### src/rtl/stack_seq_ctrl_if.sv
// Command/response handshake between the button decode logic and the stack sequencer.
interface stack_seq_ctrl_if;
  logic       cmd_valid;
  logic       cmd_ready;
  logic [2:0] cmd_op;
  logic [7:0] cmd_data;
  logic       done;
  logic       err;
  logic [7:0] result;

  modport master (
    output cmd_valid, cmd_op, cmd_data,
    input  cmd_ready, done, err, result
  );

  modport slave (
    input  cmd_valid, cmd_op, cmd_data,
    output cmd_ready, done, err, result
  );
endinterface

### src/rtl/stack_seq_ctrl.sv
// Stack-calculator command sequencer: owns SPR/DAR and steps the single-port
// synchronous RAM through each command's read / modify / write sequence.
module stack_seq_ctrl (
  input  logic             clk,
  input  logic             rst,
  stack_seq_ctrl_if.slave  bus,
  output logic [6:0]       spr,
  output logic [6:0]       dar,
  output logic             empty,
  output logic             full,
  output logic [6:0]       mem_addr,
  output logic             mem_we,
  output logic [7:0]       mem_wdata,
  input  logic [7:0]       mem_rdata
);
  typedef enum logic [2:0] {
    S_IDLE, S_RD_A, S_RD_B, S_LATCH, S_WRITE, S_DONE
  } state_e;

  typedef enum logic [2:0] {
    OP_PUSH    = 3'd0,
    OP_POP     = 3'd1,
    OP_ADD     = 3'd2,
    OP_SUB     = 3'd3,
    OP_TOP     = 3'd4,
    OP_CLEAR   = 3'd5,
    OP_DAR_INC = 3'd6,
    OP_DAR_DEC = 3'd7
  } op_e;

  state_e     state_q;
  op_e        op_q;
  logic [6:0] spr_q;
  logic [6:0] dar_q;
  logic [6:0] mem_addr_q;
  logic [7:0] result_q;
  logic [7:0] mem_wdata_q;
  logic [7:0] a_q;
  logic       done_q;
  logic       err_q;
  logic       mem_we_q;

  op_e        cmd_op;
  logic       reject;
  logic [6:0] spr_p1;
  logic [6:0] spr_p2;
  logic [6:0] dar_step;

  // Mod-256 arithmetic; B is the deeper entry, A the top of stack.
  function automatic logic [7:0] alu_result(input logic sub, input logic [7:0] b,
                                            input logic [7:0] a);
    return sub ? (b - a) : (b + a);
  endfunction

  always_comb begin
    cmd_op   = op_e'(bus.cmd_op);
    spr_p1   = spr_q + 7'd1;
    spr_p2   = spr_q + 7'd2;
    dar_step = (cmd_op == OP_DAR_DEC) ? (dar_q - 7'd1) : (dar_q + 7'd1);
    reject   = 1'b0;
    case (cmd_op)
      OP_PUSH:        reject = (spr_q == 7'h00);
      OP_POP, OP_TOP: reject = (spr_q == 7'h7F);
      OP_ADD, OP_SUB: reject = (spr_q > 7'h7D);
      default:        reject = 1'b0;
    endcase
  end

  always_ff @(posedge clk) begin
    if (rst) begin
      state_q     <= S_IDLE;
      op_q        <= OP_PUSH;
      spr_q       <= 7'h7F;
      dar_q       <= 7'h00;
      mem_addr_q  <= 7'h00;
      result_q    <= 8'h00;
      mem_wdata_q <= 8'h00;
      a_q         <= 8'h00;
      done_q      <= 1'b0;
      err_q       <= 1'b0;
      mem_we_q    <= 1'b0;
    end else begin
      done_q   <= 1'b0;
      err_q    <= 1'b0;
      mem_we_q <= 1'b0;
      case (state_q)
        S_IDLE: begin
          if (bus.cmd_valid) begin
            op_q <= cmd_op;
            if (reject) begin
              state_q <= S_DONE;
              done_q  <= 1'b1;
              err_q   <= 1'b1;
            end else begin
              case (cmd_op)
                OP_PUSH: begin
                  state_q     <= S_WRITE;
                  mem_addr_q  <= spr_q;
                  mem_we_q    <= 1'b1;
                  mem_wdata_q <= bus.cmd_data;
                end
                OP_CLEAR: begin
                  state_q    <= S_DONE;
                  done_q     <= 1'b1;
                  spr_q      <= 7'h7F;
                  dar_q      <= 7'h00;
                  result_q   <= 8'h00;
                  mem_addr_q <= 7'h00;
                end
                OP_DAR_INC, OP_DAR_DEC: begin
                  state_q    <= S_RD_A;
                  dar_q      <= dar_step;
                  mem_addr_q <= dar_step;
                end
                default: begin
                  state_q    <= S_RD_A;
                  mem_addr_q <= spr_p1;
                end
              endcase
            end
          end
        end
        S_RD_A: begin
          if (op_q == OP_ADD || op_q == OP_SUB) begin
            state_q    <= S_RD_B;
            mem_addr_q <= spr_p2;
          end else begin
            state_q <= S_LATCH;
          end
        end
        S_RD_B: begin
          a_q     <= mem_rdata;
          state_q <= S_LATCH;
        end
        S_LATCH: begin
          if (op_q == OP_ADD || op_q == OP_SUB) begin
            // Address is already spr+2, the slot the result overwrites.
            state_q     <= S_WRITE;
            mem_we_q    <= 1'b1;
            mem_wdata_q <= alu_result(op_q == OP_SUB, mem_rdata, a_q);
          end else begin
            state_q  <= S_DONE;
            done_q   <= 1'b1;
            result_q <= mem_rdata;
            if (op_q == OP_POP) begin
              spr_q      <= spr_p1;
              dar_q      <= spr_p2;
              mem_addr_q <= spr_p2;
            end else if (op_q == OP_TOP) begin
              dar_q      <= spr_p1;
              mem_addr_q <= spr_p1;
            end
          end
        end
        S_WRITE: begin
          state_q  <= S_DONE;
          done_q   <= 1'b1;
          result_q <= mem_wdata_q;
          if (op_q == OP_PUSH) begin
            spr_q      <= spr_q - 7'd1;
            dar_q      <= spr_q;
            mem_addr_q <= spr_q;
          end else begin
            spr_q      <= spr_p1;
            dar_q      <= spr_p2;
            mem_addr_q <= spr_p2;
          end
        end
        S_DONE: begin
          state_q <= S_IDLE;
        end
        default: begin
          state_q <= S_IDLE;
        end
      endcase
    end
  end

  assign bus.cmd_ready = (state_q == S_IDLE);
  assign bus.done      = done_q;
  assign bus.err       = err_q;
  assign bus.result    = result_q;
  assign spr           = spr_q;
  assign dar           = dar_q;
  assign empty         = (spr_q == 7'h7F);
  assign full          = (spr_q == 7'h00);
  assign mem_addr      = mem_addr_q;
  assign mem_we        = mem_we_q;
  assign mem_wdata     = mem_wdata_q;
endmodule

### src/flat_wrapper.sv
// flat-port wrapper written by rule: the top's interface ports become plain ports
module stack_seq_ctrl_flat 
  (clk, rst, spr, dar, empty, full, mem_addr, mem_we, mem_wdata, mem_rdata, bus_cmd_valid, bus_cmd_op, bus_cmd_data, bus_cmd_ready, bus_done, bus_err, bus_result);
  stack_seq_ctrl_if bus_i ();
  input  logic clk;
  input  logic rst;
  output logic [6:0] spr;
  output logic [6:0] dar;
  output logic empty;
  output logic full;
  output logic [6:0] mem_addr;
  output logic mem_we;
  output logic [7:0] mem_wdata;
  input  logic [7:0] mem_rdata;
  input wire logic [$bits(bus_i.cmd_valid)-1:0] bus_cmd_valid;
  input wire logic [$bits(bus_i.cmd_op)-1:0] bus_cmd_op;
  input wire logic [$bits(bus_i.cmd_data)-1:0] bus_cmd_data;
  output wire logic [$bits(bus_i.cmd_ready)-1:0] bus_cmd_ready;
  output wire logic [$bits(bus_i.done)-1:0] bus_done;
  output wire logic [$bits(bus_i.err)-1:0] bus_err;
  output wire logic [$bits(bus_i.result)-1:0] bus_result;
  assign bus_i.cmd_valid = bus_cmd_valid;
  assign bus_i.cmd_op = bus_cmd_op;
  assign bus_i.cmd_data = bus_cmd_data;
  assign bus_cmd_ready = bus_i.cmd_ready;
  assign bus_done = bus_i.done;
  assign bus_err = bus_i.err;
  assign bus_result = bus_i.result;
  stack_seq_ctrl u_core (.clk(clk), .rst(rst), .bus(bus_i), .spr(spr), .dar(dar), .empty(empty), .full(full), .mem_addr(mem_addr), .mem_we(mem_we), .mem_wdata(mem_wdata), .mem_rdata(mem_rdata));
endmodule
### config.mk
export PLATFORM = sky130hd
export DESIGN_NAME = stack_seq_ctrl_flat
export DESIGN_NICKNAME = d
export VERILOG_FILES = /design/src/rtl/stack_seq_ctrl_if.sv /design/src/rtl/stack_seq_ctrl.sv /design/src/flat_wrapper.sv
export SDC_FILE = /design/constraint.sdc
export NUM_CORES = 1
export LEC_CHECK = 0
export BUFFER_PORTS_ARGS = -buffer_cell sky130_fd_sc_hd__buf_2
export CORE_MARGIN = 2
export CORE_UTILIZATION = 40
export CTS_CLUSTER_SIZE = 30
export DETAILED_ROUTE_END_ITERATION = 16
export GPL_TIMING_DRIVEN = 0
export PLACE_DENSITY = 0.62
export SKIP_CTS_REPAIR_TIMING = 1
export SYNTH_ARGS = -nofsm -noshare
export SYNTH_HDL_FRONTEND = slang
export SYNTH_SLANG_ARGS = --single-unit
### constraint.sdc
create_clock -name clk -period 5 [get_ports clk]
set_input_delay 0.25 -clock clk [delete_from_list [all_inputs] [get_ports clk]]
set_output_delay 0.25 -clock clk [all_outputs]
set_load 0.02 [all_outputs]
==> results.py, run 1 <==
metrics = {
    "die": {
        "die_height_um": 105,
        "core_um2": 10100,
        "initial_core_util_pct": 40.6,
        "fp.dieW_um": 105,
        "io_pins": 65,
        "rows": 37,
        "die_area_um2": 11100,
    },
    "power_and_ir_drop": {
        "p_total_mw": 1.94,
        "peakVddDrop_mv": 0.185,
        "p_leak_nw": 1.88,
        "powerDensity_nw_per_um2": 414,
    },
    "detailed_routing": {
        "drtIter0Drc": 475,
        "dr.pass1.iters": 5,
        "viasPerCell": 5.90,
        "wl_per_cell_um": 18.3,
        "routed_wl_um": 13400,
        "drc": 0,
        "postRouteAntennaNets": 0,
        "vias": 4293,
    },
    "worst_setup_path": {
        "rr_startpoint": "u_core.op_q[1]",
        "r2r_cells": 11,
        "slowest_stage": "dfxtp_1",
        "start_kind": "flip-flop",
        "crit_path_max_fanout": 7,
        "crit_required_ns": 5.21,
        "cpPeakStageDelay_ns": 0.46,
        "critPathTopFamily": "compound AO/OA/AOI/OAI gates",
        "worstReg2RegEnd": "u_core.mem_wdata[7]",
        "crit_chain": "nor2b_1, and2_1, buf_2, mux2i_1, ha_1, nor2b_1, o21a_1, o31ai_1, a21oi_1, xnor2_1, o221ai_1",
        "critical_path_arrival_ns": 3.38,
        "cpMostUsedCell": "nor2b_1",
        "cp_num_buf_inv": 1,
        "reg2reg_slack_ns": 1.83,
        "crit_type": "reg2reg",
        "endpoint_kind": "flip-flop",
    },
    "logic_synthesis": {
        "synth-seq-cells": 54,
        "ys_types": 79,
        "synth-simple-area-share_pct": 22.6,
        "synth_area_per_cell_um2": 7.86,
        "synthCells": 523,
        "synth_top_family_by_area": "compound AO/OA/AOI/OAI gates",
        "seq_area_frac_synth_pct": 26.3,
        "synth_ff_type": "dfxtp_1",
        "yosys-mux-area-fraction_pct": 3.44,
        "async_flop_share_pct": 0,
        "synth-edff-count": 0,
        "synth_fa_ha_area_share_pct": 5.66,
        "synth_compound_area_share_pct": 29.5,
        "synth_xor_area_share_pct": 5.75,
        "syn_area_um2": 4110,
        "syn_nets": 563,
        "ys_warn_count": 0,
    },
    "global_routing": {
        "grt_first_pass_wirelength_um": 21100,
        "grtUsageTotal_pct": 23.7,
        "grt_max_degree": 20,
        "grt_pass1_vias": 3987,
        "antenna_found_initial": 0,
        "overflow": 0,
    },
    "final_layout": {
        "area_growth_pct": 13.9,
        "layout.nets": 631,
        "final_cell_mix": "74 x buf_2, 59 x nor2_1, 54 x dfxtp_1",
        "layout_commonest_cell": "buf_2",
        "antenna_cells": 0,
        "drive_gt1_share_pct": 19.4,
    },
    "clock_network": {
        "cts.sinks": 54,
        "path_clk_slew_ns": 0.12,
        "cts_tree": "done",
        "clk_latency_ns": 0.33,
        "htreeDepth": 2,
        "ctsLongestPathBuffers": 2,
        "cts-root-buf": "clkbuf_8",
        "cts_buffers": 5,
    },
    "place": {
        "hpwl_um": 10300,
        "portBuffers": 61,
        "place_congestion": 0.935,
    },
    "min_path": {
        "hold-path-cell-count": 3,
        "hp-start": "bus_cmd_data[7]",
        "hold_path_end": "u_core.mem_wdata[7]",
        "hold_class": "in2reg",
    },
    "timing": {
        "max_clock_freq_mhz": 315,
        "min_period_over_period_pct": 63.5,
        "rsz0062_at_grt": "no",
        "hold_viol_final": 0,
        "tightest_slew_ns": 0.883,
        "post-route-min-period_ns": 3.17,
        "drv_slew": 0,
        "setup_viol": 0,
        "hold-worst-slack_ns": 0.189,
        "slew_headroom_pct": 41.1,
        "finalSetupTns_ns": 0,
        "clock_skew_ns": 0.0165,
    },
    "run": {
        "maxCapViolations": 0,
    },
    "status": {
        "status": "complete, no violations",
    },
}
worst max path at each step:
| stage | start | endpoint | slack, ns | cells after the start |
|---|---|---|---|---|
| after floorplan | u_core.op_q[1] | u_core.mem_wdata[5] | 2.38 | 11 |
| after global placement | u_core.op_q[1] | u_core.mem_wdata[5] | 1.91 | 11 |
| after detailed placement | u_core.op_q[1] | u_core.mem_wdata[7] | 1.82 | 11 |
| after CTS | u_core.op_q[1] | u_core.mem_wdata[7] | 1.81 | 11 |
| after global routing | u_core.op_q[1] | u_core.mem_wdata[7] | 1.52 | 11 |
| final | u_core.op_q[1] | u_core.mem_wdata[7] | 1.83 | 11 |
logic make-up (layout without fill, tap and decap cells):
group / count (synthesis) / after routing
AND/OR/NAND/NOR: 174 / 174
multiplexers: 14 / 14
XOR/XNOR: 27 / 27
adder cells (fa/ha/maj): 18 / 18
flip-flops: 54 / 54
AO/OA/AOI/OAI: 177 / 177
buffers and inverters: 59 / 128
layout make-up:
| class | instances | area (um2) |
|---|---|---|
| Clock buffer | 5 | 68.8 |
| Fill cell | 1019 | 5450 |
| Tap cell | 136 | 170 |
| Timing Repair Buffer | 61 | 305 |
| Inverter | 17 | 63.8 |
| Multi-Input combinational cell | 410 | 2750 |
| Buffer | 42 | 215 |
| Sequential cell | 54 | 1080 |
| Clock inverter | 3 | 28.8 |
sequential cells by signal (all words and copies together), names as in the netlist:
| name | flops |
|---|---|
| u_core.a_q | 8 |
| u_core.bus.done | 1 |
| u_core.bus.err | 1 |
| u_core.bus.result | 8 |
| u_core.dar | 7 |
| u_core.mem_addr | 7 |
| u_core.mem_wdata | 8 |
| u_core.mem_we | 1 |
| u_core.op_q | 3 |
| u_core.spr | 7 |
| u_core.state_q | 3 |
Yosys cell counts (8+ instances only):
master	n	area, um2
nor2_1	59	221
dfxtp_1	54	1080
a21oi_1	40	200
o21ai_0	30	150
nand2_1	29	109
xnor2_1	21	184
clkbuf_1	18	67.6
ha_1	17	213
inv_1	17	63.8
a211oi_1	16	120
a22oi_1	14	105
nand3_1	14	70.1
buf_2	13	65.1
mux2i_1	13	130
nor3_1	12	60.1
o21ai_1	9	45.0
a31oi_1	8	50.1
nor2b_1	8	50.1
report_power, final:
| part | switching, mW | internal (mW) | leakage (nW) | total [mW] |
|---|---|---|---|---|
| sequential | 0.0615 | 0.502 | 0.440 | 0.564 |
| clock | 0.172 | 0.105 | 0.0502 | 0.277 |
| combinational | 0.686 | 0.412 | 1.39 | 1.10 |
| total | 0.920 | 1.02 | 1.88 | 1.94 |
through the flow:
step	instances	utilization, %	instance area, um2	worst slack (ns)
2_1_floorplan	523	-	4110	2.38
3_3_place_gp	720	45.2	4590	1.91
3_5_place_dp	720	45.2	4590	1.82
5_1_grt	728	46.2	4680	1.52
4_1_cts	728	46.2	4680	1.81
6_report	728	46.2	4680	1.83
worst reg2reg max path, delay by kind of cell, from the launching register on:
kind | cells | cell delay [ns]
compound gates | 4 | 0.82
simple gates | 3 | 0.79
flops | 1 | 0.46
mux | 1 | 0.32
fa+ha+maj | 1 | 0.28
xor+xnor | 1 | 0.23
buf+inv | 1 | 0.18
metal layers:
metal / part of all wire [%] / track usage, % / routed length (um) / up-vias
met4: 2.3 / 6.00 / 309 / 0
li1: - / - / - / 2076
met5: 0 / 0 / 0 / -
met3: 6.6 / 3.09 / 879 / 27
met2: 45 / 38.6 / 6050 / 193
met1: 46 / 33.1 / 6110 / 1997
Note: power is estimated with default switching activity, not from simulation.
==> run 2: changes to the inputs <==
--- a/config.mk
+++ b/config.mk
@@ -5,6 +5,7 @@
 export SDC_FILE = /design/constraint.sdc
 export NUM_CORES = 1
 export LEC_CHECK = 0
+export ABC_AREA = 1
 export BUFFER_PORTS_ARGS = -buffer_cell sky130_fd_sc_hd__buf_2
 export CORE_MARGIN = 2
 export CORE_UTILIZATION = 40
==> constraint.sdc (replaced) <==
create_clock -name clk -period 3 [get_ports clk]
set_input_delay 0.15 -clock clk [delete_from_list [all_inputs] [get_ports clk]]
set_output_delay 0.15 -clock clk [all_outputs]
set_load 0.02 [all_outputs]
==> results.py, run 2 <==
metrics = {
    "final_layout": {
        "layout.nets": 758,
        "drive_gt1_share_pct": 17.8,
        "multi_input_area_um2": 2590,
        "layout_commonest_cell": "nand2_1",
        "final_core_util_pct": 46.5,
        "regArea_um2": 1080,
        "antenna_cells": 0,
        "area_growth_pct": 14.2,
        "final_cell_mix": "161 x nand2_1, 77 x inv_1, 69 x buf_2",
        "fillerInstances": 1099,
    },
    "global_routing": {
        "overflow": 0,
        "grt_max_degree": 20,
        "grt_pass1_vias": 4213,
        "grtUsageTotal_pct": 22.7,
        "grt_first_pass_wirelength_um": 20200,
        "antenna_found_initial": 0,
    },
    "place": {
        "place_congestion": 0.952,
        "portBuffers": 64,
        "hpwl_um": 9890,
    },
    "detailed_routing": {
        "viasPerCell": 5.08,
        "drc": 0,
        "drtIter0Drc": 190,
        "postRouteAntennaNets": 0,
        "vias": 4341,
        "dr.pass1.iters": 4,
        "routed_wl_um": 12300,
        "wl_per_cell_um": 14.4,
    },
    "power_and_ir_drop": {
        "peakVddDrop_mv": 0.732,
        "powerDensity_nw_per_um2": 1170,
        "p_sw_share_pct": 55.6,
        "p_clk_share_pct": 8.3,
        "p_leak_nw": 2.42,
        "switching_power_mw": 3.08,
        "combPwrFrac_pct": 72.2,
        "pwr-share-seq_pct": 19.5,
        "cell_internal_pwr_mw": 2.46,
    },
    "timing": {
        "slew_headroom_pct": 60.1,
        "max_clock_freq_mhz": 389,
        "finalSetupTns_ns": 0,
        "hold_viol_final": 0,
        "rsz0062_at_grt": "no",
        "min_period_over_period_pct": 85.8,
        "tightest_slew_ns": 0.599,
        "drv_slew": 0,
        "clock_skew_ns": 0.00958,
        "setup_viol": 0,
        "post-route-min-period_ns": 2.57,
    },
    "die": {
        "io_pins": 65,
        "die_area_um2": 11200,
        "rows": 37,
        "fp.dieW_um": 106,
        "core_um2": 10200,
        "die_height_um": 106,
        "initial_core_util_pct": 40.7,
    },
    "logic_synthesis": {
        "synth-edff-count": 0,
        "yosysMostFrequentCell": "nand2_1",
        "yosys-top-cells-area": "dfxtp_1 26%, nand2_1 15%, inv_1 7.0%, a21oi_1 6.5%, nor2_1 5.8%",
        "seq_area_frac_synth_pct": 26.1,
        "ys_warn_count": 0,
        "yosys.area.top_type_share_pct": 26.1,
        "ys_types": 48,
        "synth-seq-cells": 54,
        "synthCells": 647,
        "synth_common_cells": "161 x nand2_1, 77 x inv_1, 64 x nor2_1",
        "synth_ff_type": "dfxtp_1",
        "async_flop_share_pct": 0,
        "synth_area_per_cell_um2": 6.41,
        "syn_area_um2": 4150,
        "synth_area_leader_cell": "dfxtp_1",
        "syn_nets": 687,
    },
    "run": {
        "maxCapViolations": 0,
    },
    "worst_setup_path": {
        "critical_path_arrival_ns": 2.79,
        "start_kind": "flip-flop",
        "crit_required_ns": 3.22,
        "crit_type": "reg2reg",
        "endpoint_kind": "flip-flop",
        "crit_path_max_fanout": 10,
    },
    "clock_network": {
        "cts.sinks": 54,
        "cts_buffers": 5,
        "cts_tree": "done",
        "path_clk_slew_ns": 0.11,
        "clk_latency_ns": 0.32,
        "htreeDepth": 2,
        "ctsLongestPathBuffers": 2,
        "cts-root-buf": "clkbuf_8",
    },
    "min_path": {
        "hold_class": "in2reg",
    },
    "status": {
        "status": "complete, no violations",
    },
}
## run 2: changes by cell type after synthesis, sizes merged, moves of 9 or more
cell	change
a211oi	-18
a21oi	+14
a22oi	-13
buf	-10
clkbuf	-11
inv	+73
mux2i	-12
nand2	+142
nand3	+31
nand4	+10
nor2	+9
o21ai	+9
xnor2	-18
xor2	+9
## run 2: metal layers
layer | track usage (%) | wire, um | vias up
li1 | - | - | 2249
met3 | 4.70 | 823 | 17
met1 | 26.5 | 5230 | 1944
met5 | 0 | 0 | -
met4 | 6.77 | 300 | 0
met2 | 41.4 | 5980 | 131
## run 2: layout make-up
class                           count  area share [%]
Buffer                             21            2.75
Clock inverter                      3           0.608
Clock buffer                        5            1.45
Tap cell                          136            3.60
Inverter                           90            7.24
Multi-Input combinational cell    482            54.7
Timing Repair Buffer               64            6.77
Sequential cell                    54            22.8
## run 2: stage by stage
| stage | setup slack, ns | power (mW) | std cells | hold slack [ns] | area (um2) |
|---|---|---|---|---|---|
| after CTS | 0.389 | 5.55 | 855 | 0.124 | 4730 |
| after global routing | 0.199 | 6.10 | 855 | 0.152 | 4730 |
| after floorplan | 0.867 | 4.13 | 647 | 0.310 | 4150 |
| final | 0.427 | 5.54 | 855 | 0.126 | 4730 |
| after global placement | 0.436 | 5.03 | 847 | 0.444 | 4640 |
| after detailed placement | 0.418 | 5.07 | 847 | 0.458 | 4640 |
## run 2: worst max-delay path: stages (launching register included)
cell	delay (ns)
dfxtp_1	0.45
clkbuf_1	0.40
inv_1	0.22
ha_1	0.27
nand4_1	0.13
nand3_2	0.15
nand2_2	0.15
nand4_2	0.20
buf_6	0.22
nor3_1	0.22
nor2_1	0.06
## run 2: path summary, 6_finish.rpt
check | depth (start not counted) | start | slack [ns] | to
setup / recovery | 10 | u_core.spr[0] | 0.43 | u_core.mem_addr[1]
hold / removal | 5 | bus_cmd_data[6] | 0.13 | u_core.mem_wdata[6]
setup reg to reg | 10 | u_core.spr[0] | 0.43 | u_core.mem_addr[1]
hold reg to reg | 2 | u_core.bus.result[4] | 0.47 | u_core.bus.result[4]
## run 2: power groups by stage
stage	logic [mW]	clock network, mW	registers (mW)
2_1_floorplan	2.91	0	1.22
3_3_place_gp	3.94	0	1.09
3_5_place_dp	3.97	0	1.09
4_1_cts	3.99	0.479	1.08
5_1_grt	4.49	0.508	1.10
6_report	4.00	0.459	1.08
## run 2: logic make-up (layout without fill, tap and decap cells)
logic type	after synthesis	count (layout)	share of synthesized area (%)
mux	2	2	0.513
simple gates	318	318	35.5
fa+ha+maj	18	18	5.61
buf+inv	111	183	11.4
xor+xnor	18	18	3.80
compound gates	126	126	17.1
flops	54	54	26.1
